File: config.mk
export PLATFORM = sky130hd
export DESIGN_NAME = bulk_fifo_flat
export DESIGN_NICKNAME = d
export VERILOG_FILES = /design/src/rtl/bulk_fifo_if.sv /design/src/rtl/bulk_fifo.sv /design/src/flat_wrapper.sv
export SDC_FILE = /design/constraint.sdc
export NUM_CORES = 1
export LEC_CHECK = 0
export CORE_AREA = 2 2 64 66
export CTS_CLUSTER_SIZE = 10
export DETAILED_ROUTE_END_ITERATION = 10
export DIE_AREA = 0 0 66 68
export PLACE_DENSITY = 0.81
export SKIP_CTS_REPAIR_TIMING = 1
export SYNTH_ARGS = -nofsm -noshare
export SYNTH_HDL_FRONTEND = slang
export SYNTH_SLANG_ARGS = --single-unit
File: constraint.sdc
create_clock -name clock -period 2.15 [get_ports clock]
set_input_delay 0.5375 -clock clock [delete_from_list [all_inputs] [get_ports clock]]
set_output_delay 0.5375 -clock clock [all_outputs]
set_load 0.1 [all_outputs]
File: src/rtl/bulk_fifo_if.sv
// bulk_fifo_if: valid/ready stream carrying a BITS-wide value.
// Signals: value, valid (producer -> consumer), ready (consumer -> producer).
// Modports: master = producer view, slave = consumer view.
interface bulk_fifo_if #(parameter int BITS = 8);
    logic [BITS-1:0] value;
    logic            valid;
    logic            ready;
    modport master (output value, output valid, input ready);
    modport slave  (input value, input valid, output ready);
endinterface

File: src/rtl/bulk_fifo.sv
// bulk_fifo: DEPTH-entry synchronous FIFO between two valid/ready streams.
// Ports: clock, reset (sync, active-high); upstream (slave stream: value/valid in, ready out);
// downstream (master stream: value/valid out, ready in);
// level (occupancy, only when BULK_FIFO_LEVEL_EN is defined).
// Both ready and valid decode from registered count only, so no combinational
// path crosses the FIFO; head value is forced to zero while empty.
module bulk_fifo #(
    parameter int BITS  = 8,
    parameter int DEPTH = 4
) (
    input  logic                     clock,
    input  logic                     reset,
    bulk_fifo_if.slave               upstream,
    bulk_fifo_if.master              downstream
`ifdef BULK_FIFO_LEVEL_EN
    ,
    output logic [$clog2(DEPTH):0]   level
`endif
);
    localparam int AW = $clog2(DEPTH);
    logic [BITS-1:0] mem [DEPTH];
    logic [AW-1:0]   wr_ptr, rd_ptr;
    logic [AW:0]     count;
    logic            push, pop;
    assign upstream.ready   = count != (AW+1)'(DEPTH);
    assign downstream.valid = count != '0;
    assign downstream.value = downstream.valid ? mem[rd_ptr] : '0;
    assign push = upstream.valid && upstream.ready;
    assign pop  = downstream.valid && downstream.ready;
`ifdef BULK_FIFO_LEVEL_EN
    assign level = count;
`endif
    always_ff @(posedge clock) begin
        if (reset) begin
            wr_ptr <= '0;
            rd_ptr <= '0;
            count  <= '0;
        end else begin
            if (push) wr_ptr <= wr_ptr + AW'(1);
            if (pop) rd_ptr <= rd_ptr + AW'(1);
            count <= count + (AW+1)'(push) - (AW+1)'(pop);
        end
    end
    // Storage is not reset: contents are invisible until count says otherwise.
    always_ff @(posedge clock) begin
        if (push) mem[wr_ptr] <= upstream.value;
    end
endmodule

File: src/flat_wrapper.sv
// flat-port wrapper written by rule: the top's interface ports become plain ports
module bulk_fifo_flat 
#(
    parameter int BITS  = 8,
    parameter int DEPTH = 4
)
  (clock, reset, upstream_value, upstream_valid, upstream_ready, downstream_value, downstream_valid, downstream_ready);
  bulk_fifo_if #(.BITS(BITS)) upstream_i ();
  bulk_fifo_if #(.BITS(BITS)) downstream_i ();
  input  logic clock;
  input  logic reset;
  input wire logic [$bits(upstream_i.value)-1:0] upstream_value;
  input wire logic [$bits(upstream_i.valid)-1:0] upstream_valid;
  output wire logic [$bits(upstream_i.ready)-1:0] upstream_ready;
  output wire logic [$bits(downstream_i.value)-1:0] downstream_value;
  output wire logic [$bits(downstream_i.valid)-1:0] downstream_valid;
  input wire logic [$bits(downstream_i.ready)-1:0] downstream_ready;
  assign upstream_i.value = upstream_value;
  assign upstream_i.valid = upstream_valid;
  assign upstream_ready = upstream_i.ready;
  assign downstream_value = downstream_i.value;
  assign downstream_valid = downstream_i.valid;
  assign downstream_i.ready = downstream_ready;
  bulk_fifo #(.BITS(BITS), .DEPTH(DEPTH)) u_core (.clock(clock), .reset(reset), .upstream(upstream_i), .downstream(downstream_i));
endmodule
==> results.sh <==
export IMPL_ys_warnings_count=0
export IMPL_tightest_slew_ns=0.312
export IMPL_numCtsBuffers=5
export IMPL_avgRoutedWirePerCell_um=16.1
export IMPL_tns_ns=0
export IMPL_final_fill_count=315
export IMPL_use_met3_pct=5.59
export IMPL_netlist_area_sq_um=1770
export IMPL_cts_max_path_buffers=2
export IMPL_path_max_fanout=8
export IMPL_place_inst=177
export IMPL_htreeDepth=2
export IMPL_netlist_top_cells_area="edfxtp_1 (54%), dfxtp_1 (10%), mux4_2 (10%)"
export IMPL_placedInstanceArea_sq_um=2180
export IMPL_port_buffers=21
export IMPL_arrival_ns=1.60
export IMPL_netlist_area_leader_share_pct=54.2
export IMPL_drtIter0Drc=5
export IMPL_finalSetupViolCount=0
export IMPL_critical_path_endpoint_type="output pin"
export IMPL_core_sq_um=3860
export IMPL_critPathKind="reg2out"
export IMPL_synth_ff_type="edfxtp_1"
export IMPL_grtUsageMet2_pct=25.9
export IMPL_cts_tree="built"
export IMPL_totalWireLength_mm=3.00
export IMPL_synthArstFlopShare_pct=0
export IMPL_grt_overflow_total=0
export IMPL_dieWidth_um=66
export IMPL_clock_sinks=41
export IMPL_fmax_mhz=467
export IMPL_final_area_sq_um=2300
export IMPL_drc=0
export IMPL_post_route_period_util_pct=99.6
export IMPL_synth_cells_most_frequent="edfxtp_1 (32), dfxtp_1 (9), mux4_2 (8), nor2b_4 (8), inv_1 (7)"
export IMPL_pre_cts_ws_ns=-0.431
export IMPL_clkTransAtPathRegs_ns=0.08
export IMPL_ant_nets=0
export IMPL_post_dp_hpwl_mm=2.13
export IMPL_worstHoldPathType="reg2reg"
export IMPL_rows=23
export IMPL_die_h_um=68
export IMPL_multi_input_area_sq_um=589
export IMPL_grt_start_max_net_pins=14
export IMPL_viasPerCell=5.06
export IMPL_avgSynthCellArea_sq_um=17.2
export IMPL_final_hold_viol_count=0
export IMPL_fin_nets=154
export IMPL_diodes=0
export IMPL_areaGrowthSynthToFinish_pct=29.7
export IMPL_antenna_found_initial=0
export IMPL_clock_tree_root_cell="clkbuf_8"
export IMPL_grt_pass1_vias=991
export IMPL_ys_ff_latch=41
export IMPL_grt_met1_usage_pct=16.8
export IMPL_maxCapViolCount=0
export IMPL_rsz0062_at_grt="yes"
export IMPL_regArea_sq_um=1150
export IMPL_timing_final_ws_setup_ns=0.00939
export IMPL_crit_required_ns=1.61
export IMPL_skew_ns=0.00365
export IMPL_final_max_slew_violation_count=0
export IMPL_layout_cells_non_filler=186
export IMPL_synth_edff_count=32
export IMPL_grt_pass1_wl_mm=4.75
export IMPL_die_area_sq_um=4490
export IMPL_layout_drive_gt1_share_pct=41.9
export IMPL_start_kind="register"
export IMPL_period_minus_slack_ns=2.14
export IMPL_synth_seq_area_share_pct=64.4
export IMPL_drt_pass1_iterations=4
export IMPL_pin_count=22
export IMPL_yosysMostFrequentCell="edfxtp_1"
export IMPL_netlist_instances=103
export IMPL_slew_headroom_pct=79.1
export IMPL_syn_num_nets=122
export IMPL_via_count=942
export IMPL_grtUsageTotal_pct=15.2
export IMPL_grt_busiest_layer="met2"
export IMPL_start_util_pct=45.9
export IMPL_clk_latency_ns=0.29
export IMPL_routabilityCongestion=0.667
export IMPL_yosysTopAreaCell="edfxtp_1"
export IMPL_yosysUniqueCellTypes=27
export IMPL_status="complete, no violations"
==> stage by stage <==
step	hold WS (ns)	utilization, %
global placement	0.457	56.5
floorplan	0.449	-
global route	0.515	59.6
CTS	0.500	58.7
finish	0.495	59.6
detailed placement	0.487	56.5
==> cell families after synthesis <==
group,after synthesis,synth area share (%)
compound gates,4,1.84
xor+xnor,2,0.989
fa+ha+maj,7,5.37
buf+inv,11,3.25
flops,41,64.4
mux,10,11.6
simple gates,28,12.6
==> critical path: stages (launching register included) <==
cell and delay (ns):
dfxtp_2 0.34, buf_12 0.14, mux4_2 0.51, nor2b_4 0.15
buf_12 0.17
==> layer usage <==
metal,wire length [um],up-vias
met5,0,-
met4,51,0
met1,1180,474
met3,160,7
met2,1600,27
li1,-,434
==> sequential cells by signal (all words and copies together), names as in the netlist, named ones only <==
signal / flops
u_core.count: 3
u_core.rd_ptr: 2
u_core.mem: 32
u_core.wr_ptr: 2
==> final timing paths <==
kind / startpoint / endpoint / slack (ns) / cells after the start
worst max-delay path: register / downstream_value[0] / 0.009 / 4
worst min-delay path: u_core.rd_ptr[1]$_SDFFE_PP0P_ / register / 0.50 / 2
worst max register to register: u_core.count[2]$_SDFF_PP0_ / u_core.count[2]$_SDFF_PP0_ / 0.14 / 10
worst min register to register: u_core.rd_ptr[1]$_SDFFE_PP0P_ / register / 0.50 / 2
==> placed cells by master, fill, tap and decap left out, types with 6 or more instances in the layout <==
master,instances
buf_12,11
buf_4,7
clkdlybuf4s50_1,10
edfxtp_1,32
ha_1,6
inv_1,7
mux4_2,8
nor2_1,6
nor2b_4,8
==> area by class of cell <==
type / instances / area share (%)
multi-input cells: 51 / 25.6
well taps: 50 / 2.72
inverters: 7 / 1.14
flip-flops and latches: 41 / 50.0
clock inverters: 3 / 0.762
repair buffers: 29 / 16.8
clock buffers: 5 / 2.99
Power is not shown: default switching activity piles up to over one toggle a cycle in this logic, so the estimate is an artifact.
==> RTL edit 1 (same flow settings) <==
`BITS` is set to 8 in 3 places; all go to 9.
--- a/src/rtl/bulk_fifo_if.sv
+++ b/src/rtl/bulk_fifo_if.sv
@@ -3,3 +3,3 @@
 // Modports: master = producer view, slave = consumer view.
-interface bulk_fifo_if #(parameter int BITS = 8);
+interface bulk_fifo_if #(parameter int BITS = 9);
     logic [BITS-1:0] value;
--- a/src/rtl/bulk_fifo.sv
+++ b/src/rtl/bulk_fifo.sv
@@ -7,3 +7,3 @@
 module bulk_fifo #(
-    parameter int BITS  = 8,
+    parameter int BITS  = 9,
     parameter int DEPTH = 4
--- a/src/flat_wrapper.sv
+++ b/src/flat_wrapper.sv
@@ -3,3 +3,3 @@
 #(
-    parameter int BITS  = 8,
+    parameter int BITS  = 9,
     parameter int DEPTH = 4
Interface: changed (resized downstream_value and upstream_value); port bits go from 22 to 24. No check against the original RTL was run, so the function may have changed too.
==> RTL edit 1 against the unedited design <==
- register-to-register slack worse by 0.05 ns
- design area is 11% higher
- critical endpoint is now downstream_value[2]
- sequential cell count rose by 4
- wire length rose by 5.7%
- first-iteration DRC count rose to 8.4 times the old value
- setup slack got worse by 0.00098 ns
- maximum frequency about the same
- area after synthesis grew 4.4%
Power is not shown: default switching activity piles up to over one toggle a cycle in this logic, so the estimate is an artifact.
==> RTL edit 1: results (changes against the unedited design) <==
The flow ran to the end, and the final reports show no timing, DRC or antenna violations. The net count after synthesis came to 129 (+5.7%). The cell area after layout was 2540 sq um (+11%). The share of final layout cell area taken by non-clock buffers is 19.2% (+2.4 points). The number of cells in the design after placement came to 192 (+8.5%). The routed length on met3 came out at 149 um (-6.9%).

The fraction of layout instances using a drive strength above 1 is 38.7% (-3.2 points). The fraction of the yosys area taken by sequential cells came out at 68.2% (+3.8 points). The final worst slack is 0.00841 ns (-0.000980 ns). The count of multi-input gates is 53 (+3.9%). The via count of the first global-routing pass came out at 1066 (+7.6%). The cell area after placement is 2380 sq um (+9.2%). The total routing usage reported by global routing was 16.2% (+1.1 points). The global-route met2 utilization came to 29.9% (+4.0 points). The met2 wire length is 1.69 mm (+5.2%). The first-pass GRT wire length is 5.06 mm (+6.7%). The average routed wire per standard cell came out at 15.9 um (-1.7%).

In the synthesized netlist, the cells that appear most often are edfxtp_1, dfxtp_1, mux4_2, nor2b_1. The total number of vias is 1000 (+6.2%). The final weighted congestion in routability-driven placement came to 0.791 (+19%). In the final layout, the registers with the most flip-flops are u_core.mem (36), u_core.count (3). The actual transition at the worst max-transition pin was 0.346 ns (+0.0335 ns). The number of sinks on the clock net was 45 (+9.8%).

The clock network contribution to total cell area came out at 4.23% (+0.47 points). The non-clock buffer instance count of the final layout is 37 (+28%). The final clock skew came out at 0.0102 ns (+0.00656 ns).

The share of cell area taken by flip-flops and latches is 49.7% (-0.27 points). The total of clock buffers placed in the layout came out at 6 (+1). The worst-case setup slack after placement came to -0.485 ns (-0.0548 ns). The number of distinct standard cells referenced by the synthesized netlist came to 25 (-7.4%). The number of DRC violations after detailed-routing iteration 0 is 42 (+37).

The number of flops mapped to enable cells by yosys is 36 (+13%). The post-detailed-placement half-perimeter wirelength came out at 2.34 mm (+10%). The post-layout net count came out at 169 (+9.7%). The number of inserted filler cells in the final layout was 273 (-13%). The routing usage on met1 came out at 17.2% (+0.39 points). The pin count of the biggest net entering global routing came to 15 (+1).

The minimum hold slack is 0.493 ns (-0.00217 ns). The synthesized area divided by synthesized cell count is 17.0 sq um (-1.4%).
==> RTL edit 1: cell count changes in the layout (fill, tap and decap cells not counted), moves of 2 or more <==
cell      delta
and2_2       -4
and2_1       +4
buf_4        +2
edfxtp_1     +4
nor2b_2      +3
nor2b_4      -2
buf_12       +2
buf_6        +2
==> RTL edit 1: final timing paths <==
check,cells past startpoint,from,endpoint
worst max-delay path,4,flip-flop,downstream_value[2]
worst min-delay path,2,u_core.rd_ptr[1],flip-flop
worst max register to register,10,u_core.count[0],u_core.count[2]
worst min register to register,2,u_core.rd_ptr[1],flip-flop
==> RTL edit 1: cells by family (layout without fill, tap and decap cells) <==
kind of cell / count (synthesis) / after routing / synth area share [%]
AO/OA/AOI/OAI: 4 / 4 / 1.56
XOR/XNOR: 2 / 2 / 0.947
adder cells (fa/ha/maj): 7 / 7 / 5.14
buffers and inverters: 11 / 52 / 2.77
flip-flops: 45 / 45 / 68.2
multiplexers: 11 / 11 / 12.1
AND/OR/NAND/NOR: 29 / 29 / 9.27
==> RTL edit 2 (same flow settings) <==
Made on the original files. Reset style: asynchronous (`reset`), changed in one clocked block.
--- a/src/rtl/bulk_fifo.sv
+++ b/src/rtl/bulk_fifo.sv
@@ -32,3 +32,3 @@
 `endif
-    always_ff @(posedge clock) begin
+    always_ff @(posedge clock or posedge reset) begin
         if (reset) begin
Behaviour: differs if reset is asserted again (counterexample within 4 cycles, from zero or initial values and one cycle with reset high); with reset held inactive, the same outputs for 10 cycles.
==> RTL edit 2 against the unedited design <==
- the run now ends with negative setup slack left
- setup slack got worse by 0.039 ns
- core utilization decreased by 1.1 points
- final cell count decreased by 3.8%
- sequential cell count decreased by 2
- design area decreased by 1.8%
- synthesized cell count decreased by 15%
- wire length decreased by 10%
- area after synthesis decreased by 7.2%
Power is left out: the tool's default activity adds up to more than one toggle a clock period on the data nets, which glitch-free logic cannot reach.
==> RTL edit 2: results (changes against the unedited design) <==
The clock insertion delay at the later pin of the skew report is roughly 0.28 ns. The post-detailed-route via-to-cell ratio came to 4.70 (-7.1%). The CTS buffer count came out at 5 (unchanged).

The average routed wire per standard cell came out at 15.1 um (-6.7%). The fraction of layout instances using a drive strength above 1 is 41.9% (-0.051 points). The synthesized area divided by synthesized cell count is 18.7 sq um (+8.6%). The fraction of the yosys area taken by sequential cells is 69.1% (+4.7 points). The number of cells in the design after placement is 170 (-4.0%).

The net count after synthesis is 107 (-12%). The run finished, with violations left. The final clock skew is 0.00189 ns (-0.00176 ns). The final weighted congestion in routability-driven placement was 0.693 (+3.9%). The arrival time of data at the critical path endpoint is 1.64 ns (+0.04 ns). The number of inserted filler cells in the final layout is 309 (-1.9%). The endpoint identified for the worst register-to-register timing path is u_core.count[2]. The final worst slack is -0.0297 ns (-0.0391 ns). The root buffer selected by CTS is clkbuf_8. The number of cells on the worst reg-to-reg path is 9 (-1). The multiplexer share of the synthesized area came out at 11.6% (+0.062 points). The xor/xnor share of the synthesized area was 2.66% (+1.7 points). The area fraction in compound gates after synthesis was 0.685% (-1.2 points). The number of warnings reported in the yosys synthesis log came out at 0 (unchanged).

The count of TritonRoute iterations in the first routing pass is 4 (unchanged). The maximum clock path buffer count came out at 2 (unchanged). In this run the critical register-to-register path is launched from u_core.count[2]. The area share of fa/ha/maj cells after synthesis came to 5.78% (+0.42 points). The register-to-register setup slack is -0.01 ns (-0.15 ns). The via count of the first global-routing pass came to 871 (-12%). In this run the worst setup path terminates at downstream_value[1].

The number of flops mapped to enable cells by yosys came out at 32 (unchanged). The total inserted antenna cells came out at 0 (unchanged). The initial antenna violation count is 0 (unchanged). The pin count of the biggest net entering global routing came out at 12 (-2).

The clock input transition at the sequential cells of the worst setup and hold paths came to 0.06 ns (-0.02 ns). The first-pass GRT wire length came out at 4.12 mm (-13%). The checks that failed: negative setup slack. The die area came out at 4490 sq um (unchanged). The class of the tightest hold or removal check is primary input to async pin. The number of DRC violations after detailed-routing iteration 0 was 15 (+10). The async set or reset register ratio after synthesis is 17.9% (+18 points). The number of design rule violations left after detail routing came out at 0 (unchanged). By count the netlist is led by edfxtp_1, and2_1, mux4_2, dfrtp_1, inv_1. The total routing usage reported by global routing is 13.5% (-1.6 points). By area the synthesized netlist is led by edfxtp_1, mux4_2, dfrtp_1, and2_1, ha_1. The largest registers in the layout are u_core.mem (32), u_core.count (3). The post-detailed-placement half-perimeter wirelength is 2.05 mm (-3.4%).

The post-layout net count came out at 147 (-4.5%). The sum of routed wire length over all layers is 2.70 mm (-10%). The actual transition at the worst max-transition pin is 0.390 ns (+0.0783 ns). The number of levels in the clock H-tree was 2 (unchanged). The number of input and output port buffers inserted is 21 (unchanged). The final number of setup-violating endpoints is 9 (+9). The number of distinct standard cells referenced by the synthesized netlist is 18 (-33%).

The largest fanout on the critical path was 6 (-2). The critical path starts at u_core.rd_ptr[0]. The worst-case setup slack after placement came out at -0.249 ns (+0.181 ns). The setup TNS came out at -0.106 ns (-0.106 ns).
-- RTL edit 2: cell types whose count changed in the layout (fill, tap and decap cells not counted), moves of 3 or more --
| cell | unedited run | this run |
|---|---|---|
| and2_4 | 0 | 9 |
| nor2b_4 | 8 | 0 |
| dfrtp_1 | 0 | 7 |
| dfxtp_1 | 5 | 0 |
| nor2_1 | 6 | 1 |
| and2_2 | 4 | 0 |
| buf_4 | 7 | 11 |
| and2_1 | 1 | 4 |
| clkbuf_1 | 0 | 3 |
| dfxtp_2 | 3 | 0 |
| xnor2_1 | 0 | 3 |
-- RTL edit 2: final cells by class --
type	instances	area share (%)
sequential	39	50.3
timing repair buffer	36	20.2
inverter	7	1.16
multi-input combinational	39	22.0
clock buffer	8	3.55
tap	50	2.77
-- RTL edit 2: per-layer routing --
metal  vias to the layer above  GRT usage (%)  share of wire (%)
li1                        400              -                  -
met4                         0           6.12                1.6
met2                        13           26.3                 59
met1                       425           12.9                 36
met3                         4           4.44                2.7
met5                         -              0                  0
-- RTL edit 2: per-stage QoR --
stage / util, % / hold slack, ns / cell area, sq um
detailed placement: 55.5 / 0.571 / 2140
finish: 58.5 / 0.493 / 2260
floorplan: - / 0.341 / 1670
CTS: 57.6 / 0.490 / 2220
global placement: 55.5 / 0.547 / 2140
global route: 58.5 / 0.525 / 2260
-- RTL edit 2: cells by family (layout without fill, tap and decap cells) --
logic type      count (synthesis)  in the layout
xor+xnor                        5              5
compound gates                  1              1
flops                          39             39
simple gates                   17             17
buf+inv                        10             51
fa+ha+maj                       7              7
mux                             9              9
-- RTL edit 2: worst max-delay path, cell delays in order (launching register included) --
cell and delay [ns]:
dfrtp_1 0.38, buf_6 0.16, mux4_2 0.50, and2_4 0.16, buf_12 0.16
